### src/rtl/rv_ctrl_pkg.sv
// rv_ctrl_pkg: state, opcode and datapath-select encodings shared by the RV32I multicycle controller.
package rv_ctrl_pkg;
  localparam logic [3:0] S_FETCH    = 4'd0;
  localparam logic [3:0] S_DECODE   = 4'd1;
  localparam logic [3:0] S_MEM_ADDR = 4'd2;
  localparam logic [3:0] S_MEM_RD   = 4'd3;
  localparam logic [3:0] S_LD_WB    = 4'd4;
  localparam logic [3:0] S_MEM_WR   = 4'd5;
  localparam logic [3:0] S_EXEC_R   = 4'd6;
  localparam logic [3:0] S_EXEC_I   = 4'd7;
  localparam logic [3:0] S_ALU_WB   = 4'd8;
  localparam logic [3:0] S_BRANCH   = 4'd9;
  localparam logic [3:0] S_JAL      = 4'd10;
  localparam logic [3:0] S_JALR     = 4'd11;
  localparam logic [3:0] S_TRAP     = 4'd12;

  localparam logic [6:0] OP_LOAD   = 7'b0000011;
  localparam logic [6:0] OP_STORE  = 7'b0100011;
  localparam logic [6:0] OP_R      = 7'b0110011;
  localparam logic [6:0] OP_I      = 7'b0010011;
  localparam logic [6:0] OP_BRANCH = 7'b1100011;
  localparam logic [6:0] OP_JAL    = 7'b1101111;
  localparam logic [6:0] OP_JALR   = 7'b1100111;

  localparam logic [1:0] A_PC = 2'd0, A_RS1 = 2'd1, A_OLDPC = 2'd2;
  localparam logic [1:0] B_RS2 = 2'd0, B_FOUR = 2'd1, B_IMM = 2'd2;
  localparam logic [1:0] ALU_ADD = 2'd0, ALU_BR = 2'd1, ALU_FN = 2'd2;
  localparam logic [1:0] PC_ALU = 2'd0, PC_ALUOUT = 2'd1, PC_ALU_LSB0 = 2'd2;
  localparam logic [1:0] WB_ALUOUT = 2'd0, WB_MDR = 2'd1, WB_PC = 2'd2;
  localparam logic [1:0] TRAP_NONE = 2'd0, TRAP_ILLEGAL = 2'd1, TRAP_TIMEOUT = 2'd2;

  function automatic logic is_mem_state(input logic [3:0] s);
    return s == S_FETCH || s == S_MEM_RD || s == S_MEM_WR;
  endfunction
endpackage

### src/rtl/rv_multicycle_ctrl_mem_wait_timer.sv
// mem_wait_timer: counts stalled memory cycles within one state and flags a bus timeout.
module mem_wait_timer #(
  parameter int MEM_TIMEOUT = 15
) (
  input  logic clk,
  input  logic rst,
  input  logic i_active,
  input  logic i_mem_ready,
  input  logic i_state_change,
  output logic o_timeout
);
  localparam int W = MEM_TIMEOUT > 0 ? $clog2(MEM_TIMEOUT + 1) : 1;
  localparam logic [W-1:0] LIM = W'(MEM_TIMEOUT);
  logic [W-1:0] r_cnt;
  logic w_wait;
  assign w_wait = i_active & ~i_mem_ready;
  always_ff @(posedge clk or posedge rst)
    if (rst) r_cnt <= '0;
    else if (i_state_change) r_cnt <= '0;
    else if (w_wait) r_cnt <= r_cnt + 1'b1;
  assign o_timeout = (MEM_TIMEOUT != 0) && w_wait && r_cnt == LIM;
endmodule

### src/rtl/rv_multicycle_ctrl.sv
// rv_multicycle_ctrl: multicycle RV32I control FSM driving a shared ALU/memory/regfile datapath.
module rv_multicycle_ctrl
  import rv_ctrl_pkg::*;
#(
  parameter int MEM_TIMEOUT = 15,
  parameter int CNT_W       = 32
) (
  input  logic             clk,
  input  logic             rst,
  input  logic [6:0]       opcode,
  input  logic             mem_ready,
  output logic             mem_req,
  output logic             mem_we,
  output logic             iord,
  output logic             ir_write,
  output logic             pc_write,
  output logic             pc_write_cond,
  output logic [1:0]       pc_src,
  output logic [1:0]       alu_src_a,
  output logic [1:0]       alu_src_b,
  output logic [1:0]       alu_op,
  output logic             reg_write,
  output logic [1:0]       mem_to_reg,
  output logic             halted,
  output logic [1:0]       trap_cause,
  output logic [CNT_W-1:0] instret
);
  logic [3:0]       r_state, w_next;
  logic [1:0]       r_trap_cause;
  logic [CNT_W-1:0] r_instret;
  logic             w_timeout;

  mem_wait_timer #(.MEM_TIMEOUT(MEM_TIMEOUT)) u_timer (
    .clk           (clk),
    .rst           (rst),
    .i_active      (is_mem_state(r_state)),
    .i_mem_ready   (mem_ready),
    .i_state_change(w_next != r_state),
    .o_timeout     (w_timeout)
  );

  always_comb begin
    w_next = S_TRAP;
    case (r_state)
      S_FETCH:    w_next = mem_ready ? S_DECODE : w_timeout ? S_TRAP : S_FETCH;
      S_DECODE:
        case (opcode)
          OP_LOAD, OP_STORE: w_next = S_MEM_ADDR;
          OP_R:              w_next = S_EXEC_R;
          OP_I:              w_next = S_EXEC_I;
          OP_BRANCH:         w_next = S_BRANCH;
          OP_JAL:            w_next = S_JAL;
          OP_JALR:           w_next = S_JALR;
          default:           w_next = S_TRAP;
        endcase
      S_MEM_ADDR: w_next = opcode == OP_LOAD ? S_MEM_RD : S_MEM_WR;
      S_MEM_RD:   w_next = mem_ready ? S_LD_WB : w_timeout ? S_TRAP : S_MEM_RD;
      S_MEM_WR:   w_next = mem_ready ? S_FETCH : w_timeout ? S_TRAP : S_MEM_WR;
      S_EXEC_R, S_EXEC_I: w_next = S_ALU_WB;
      S_LD_WB, S_ALU_WB, S_BRANCH, S_JAL, S_JALR: w_next = S_FETCH;
      default:    w_next = S_TRAP;
    endcase
  end

  // Only DECODE traps on an opcode; every other entry into TRAP is a stalled memory state.
  always_ff @(posedge clk or posedge rst)
    if (rst) begin
      r_state      <= S_FETCH;
      r_trap_cause <= TRAP_NONE;
      r_instret    <= '0;
    end else begin
      r_state <= w_next;
      if (w_next == S_TRAP && r_state != S_TRAP)
        r_trap_cause <= r_state == S_DECODE ? TRAP_ILLEGAL : TRAP_TIMEOUT;
      if (w_next == S_FETCH && r_state != S_FETCH)
        r_instret <= r_instret + 1'b1;
    end

  always_comb begin
    mem_req = 1'b0; mem_we = 1'b0; iord = 1'b0; ir_write = 1'b0;
    pc_write = 1'b0; pc_write_cond = 1'b0; pc_src = PC_ALU;
    alu_src_a = A_PC; alu_src_b = B_RS2; alu_op = ALU_ADD;
    reg_write = 1'b0; mem_to_reg = WB_ALUOUT; halted = 1'b0;
    trap_cause = r_trap_cause; instret = r_instret;
    case (r_state)
      S_FETCH: begin
        mem_req = 1'b1; alu_src_b = B_FOUR;
        ir_write = mem_ready; pc_write = mem_ready;
      end
      S_DECODE:   begin alu_src_a = A_OLDPC; alu_src_b = B_IMM; end
      S_MEM_ADDR: begin alu_src_a = A_RS1; alu_src_b = B_IMM; end
      S_MEM_RD:   begin mem_req = 1'b1; iord = 1'b1; end
      S_LD_WB:    begin reg_write = 1'b1; mem_to_reg = WB_MDR; end
      S_MEM_WR:   begin mem_req = 1'b1; mem_we = 1'b1; iord = 1'b1; end
      S_EXEC_R:   begin alu_src_a = A_RS1; alu_op = ALU_FN; end
      S_EXEC_I:   begin alu_src_a = A_RS1; alu_src_b = B_IMM; alu_op = ALU_FN; end
      S_ALU_WB:   reg_write = 1'b1;
      S_BRANCH: begin
        alu_src_a = A_RS1; alu_op = ALU_BR; pc_write_cond = 1'b1; pc_src = PC_ALUOUT;
      end
      S_JAL: begin
        pc_write = 1'b1; pc_src = PC_ALUOUT; reg_write = 1'b1; mem_to_reg = WB_PC;
      end
      S_JALR: begin
        alu_src_a = A_RS1; alu_src_b = B_IMM; pc_write = 1'b1; pc_src = PC_ALU_LSB0;
        reg_write = 1'b1; mem_to_reg = WB_PC;
      end
      S_TRAP:     halted = 1'b1;
      default:    halted = 1'b1;
    endcase
    // Asynchronous reset must also silence the combinational FETCH request.
    if (rst) begin
      mem_req = 1'b0; mem_we = 1'b0; iord = 1'b0; ir_write = 1'b0;
      pc_write = 1'b0; pc_write_cond = 1'b0; pc_src = '0;
      alu_src_a = '0; alu_src_b = '0; alu_op = '0;
      reg_write = 1'b0; mem_to_reg = '0; halted = 1'b0;
      trap_cause = '0; instret = '0;
    end
  end
endmodule

### config.mk
export PLATFORM = sky130hd
export DESIGN_NAME = rv_multicycle_ctrl
export DESIGN_NICKNAME = d
export VERILOG_FILES = /design/src/rtl/rv_ctrl_pkg.sv /design/src/rtl/rv_multicycle_ctrl_mem_wait_timer.sv /design/src/rtl/rv_multicycle_ctrl.sv
export SDC_FILE = /design/constraint.sdc
export NUM_CORES = 1
export LEC_CHECK = 0
export CAP_MARGIN = 0
export CORE_MARGIN = 3
export CORE_UTILIZATION = 50
export DETAILED_ROUTE_END_ITERATION = 8
export GPL_ROUTABILITY_DRIVEN = 1
export PLACE_DENSITY = 0.9
export SYNTH_ARGS = -nofsm -noshare
export SYNTH_HDL_FRONTEND = slang
export SYNTH_SLANG_ARGS = --single-unit
### constraint.sdc
create_clock -name clk -period 3.45 [get_ports clk]
set_clock_uncertainty 0.05 [all_clocks]
set_input_delay 0.5175 -clock clk [delete_from_list [all_inputs] [get_ports clk]]
set_output_delay 0.5175 -clock clk [all_outputs]
set_load 0.03 [all_outputs]
==> summary.md <==
| Metric | Value |
|---|---|
| GRT Total Usage | `0.217` |
| Root buf cell | `clkbuf_8` |
| N_diodes | `0` |
| Data required, critical path | `2.88 ns` |
| Most common cell in the netlist | `dfrtp_1` |
| GPL Wtd Cong | `about 0.84` |
| Most instantiated cells after synthesis | `dfrtp_1, nor2b_1, nor2_1, xnor2_1` |
| Critical path's most frequent cell | `clkdlybuf4s50_1` |
| Internal power | `654 uW` |
| Crit path cell chain | `clkdlybuf4s50_1 > inv_1 > and3_1 > or2_2 > clkdlybuf4s50_1` |
| Comb power frac | `0.061` |
| Core footprint | `4940 um2` |
| Vias | `2,443` |
| Global-route wire length before repair | `10,900 um` |
| Vias in the first global route | `2,286` |
| DRT Pass-1 Iters | `4` |
| Max clock buf depth | `2` |
| Top-Level Pins | `62` |
| Mapped cell area | `2670 um2` |
| Synth cell types | `50` |
| Largest stage delay on the critical path | `0.68 ns` |
| Critical path startpoint category | `input port` |
| Synth Net Count | `317` |
| Layout cell share with drive strength beyond 1 | `0.0854` |
| Leading area contributor after synthesis | `dfrtp_1` |
| Max capacitance violation total | `0` |
| Top Family by Delay on Critical Path | `buffers and inverters` |
| Tmin final | `2.98 ns` |
| Async SR Flop Fraction | `1.00` |
| Final wirelength | `6470 um` |
| Input/output buffers | `61` |
| Largest cells by area after synthesis | `dfrtp_1, nor2b_1, xnor2_1` |
| Ys Warns | `0` |
| Hold-fix buffers at CTS | `0` |
| Slew Viols, Final | `0` |
| Lkg Pwr | `0.00151 uW` |
| Die Wd | `79.0 um` |
| Predominant post-synthesis flop cell | `dfrtp_1` |
| Die height | `79.0 um` |
| Hpwl dp | `between 4000 and 5000 um` |
| Total negative slack | `0 ns` |
| CTS tree | `built` |
| Reg clk slew, reported paths | `0.07 ns` |
| Cells after synthesis | `305` |
| Area Growth Syn to Fin | `27.1%` |
| Clock power frac | `0.366` |
| Period utilization | `0.863` |
| Crit path max fanout | `9` |
| Final Hold Viols | `0` |
| Crit end category | `primary output` |
| Register area share after synthesis | `0.394` |
| Multi-input gate area | `1470 um2` |
| CTS H-tree lvls | `2` |
| Worst slew margin | `0.529` |
| Postcts setup bufs | `0` |
| Slowest cell on the critical path | `clkdlybuf4s50_1` |
| Area fraction of the dominant cell type after synthesis | `0.394` |
| Number of synthesized flops with an enable pin | `0` |
| Fillcell total | `426` |
| Die area | `6240 um2` |
| Final antenna-violating net count | `0` |
| RSZ-0062 raised after global routing | `no` |
| Hold WC Path Type | `flip-flop to flip-flop` |
| F_max | `approximately 340 MHz` |
| Initial core utilization | `0.539` |
| Post-synthesis register bit count | `42` |
| Detailed router's first-iteration violation count | `229` |
| Utilization after layout | `0.686` |
| Average wire per standard cell | `15.1 um` |
| Register share of total power | `0.573` |
| Clock tree sinks | `42` |
| Gr ovfl total | `0` |
| Crit path buffers/inverters | `3` |
| Net Sw Frac | `0.239` |
| Row Count | `25` |
| Num CTS Buffers | `5` |
| Worst-skew pair later-pin latency | `0.30 ns` |
| P per Cell Area | `roughly 250 nW/um2` |
| DRC Markers | `0` |
| VDD IR max | `180 uV` |
| # setup viols final | `0` |
| Seq. cell area | `between 1000 and 1500 um2` |
| Vias per inst | `5.68` |
| Nets | `374` |
| Run status | `complete, no violations` |
| Largest net degree at the start of global routing | `44` |
| Syn Area/Cell | `8.74 um2` |
| Switching power | `just over 200 uW` |
| WS Path Type | `input port to primary output` |
| Resized Gates After CTS | `0` |
| Critical Path AT | `around 2.4 ns` |
| Initial antenna violation count | `0` |
| Worst-margin pin slew | `0.700 ns` |
-- worst register-to-register path: stages (launching register included) --
cell and delay (ns):
dfrtp_1 0.49, or4b_1 0.72, o41a_1 0.51, a211o_1 0.39, o211ai_2 0.26, mux2_1 0.34
-- kinds of logic after synthesis --
| logic type | Yosys count | synth area share |
|---|---|---|
| XOR/XNOR | 36 | 0.118 |
| AND/OR/NAND/NOR | 159 | 0.326 |
| buffers and inverters | 31 | 0.0544 |
| adder cells (fa/ha/maj) | 2 | 0.00938 |
| multiplexers | 3 | 0.0117 |
| AO/OA/AOI/OAI | 32 | 0.0863 |
| flip-flops | 42 | 0.394 |
-- sequential cells by signal (all words and copies together), names as in the netlist --
signal,count
r_instret,32
r_trap_cause,2
u_timer.r_cnt,4
r_state,4
-- cell usage in the layout (no fill, tap or decap), types with 2 or more instances in the layout --
master,netlist,routed
buf_4,2,18
o41a_1,2,2
nor2b_1,33,33
nand2_1,16,16
nand2b_1,5,5
and4_1,3,3
xor2_1,14,14
and3_1,9,9
o21ai_0,4,4
a21oi_1,9,9
a31oi_1,2,2
and2_1,5,5
clkdlybuf4s50_1,0,52
dfrtp_1,42,42
or2_2,3,3
nor3_1,14,14
nand3_1,16,16
ha_1,2,2
o31ai_1,2,2
mux2i_1,2,2
inv_1,11,11
xnor2_1,22,22
nor2_1,29,29
nor4_1,6,6
nand4_1,13,13
clkbuf_8,0,5
-- metal layers --
metal  global-route usage  share of wire  routed length, um  vias up
met1                0.289           0.43               2760     1166
met4               0.0550          0.012                 80        0
met3               0.0420          0.064                412        9
met5                    0              0                  0        -
li1                     -              -                  -     1172
met2                0.365           0.50               3220       96
-- power by group through the flow --
stage	registers (uW)	logic, uW	clock network, uW
3_3_place_gp	502	51.3	0
4_1_cts	492	52.9	320
2_1_floorplan	502	26.8	0
6_report	492	52.1	315
5_1_grt	492	57.5	341
3_5_place_dp	502	52.7	0
-- stage by stage --
| stage | setup WS, ns | total power [uW] | hold slack (ns) | cells | instance area [um2] |
|---|---|---|---|---|---|
| after floorplan | 0.307 | 529 | 0.388 | 305 | 2670 |
| after global placement | 0.475 | 553 | 0.407 | 422 | 3300 |
| after detailed placement | 0.401 | 555 | 0.411 | 422 | 3300 |
| after CTS | 0.444 | 865 | 0.421 | 430 | 3390 |
| after global routing | 0.263 | 891 | 0.428 | 430 | 3390 |
| final | 0.473 | 859 | 0.417 | 430 | 3390 |
-- path summary, 6_finish.rpt --
kind	from	endpoint	slack, ns	depth (start not counted)
worst max register to register	r_state[1]	r_trap_cause[1]	0.59	5
min in group asynchronous	rst	r_instret[2]	0.92	3
max in group asynchronous	rst	r_state[1]	2.05	3
worst min-delay path	r_instret[31]	r_instret[31]	0.42	1
worst min register to register	r_instret[31]	r_instret[31]	0.42	1
worst max-delay path	rst	pc_write	0.47	5
-- final cells by class --
class,count,share of cell area
clock buffers,6,0.0214
multi-input cells,232,0.434
well taps,67,0.0247
inverters,11,0.0122
flip-flops and latches,42,0.310
clock inverters,2,0.00406
repair buffers,70,0.194
No activity file was read; power rests on OpenSTA's default activity.
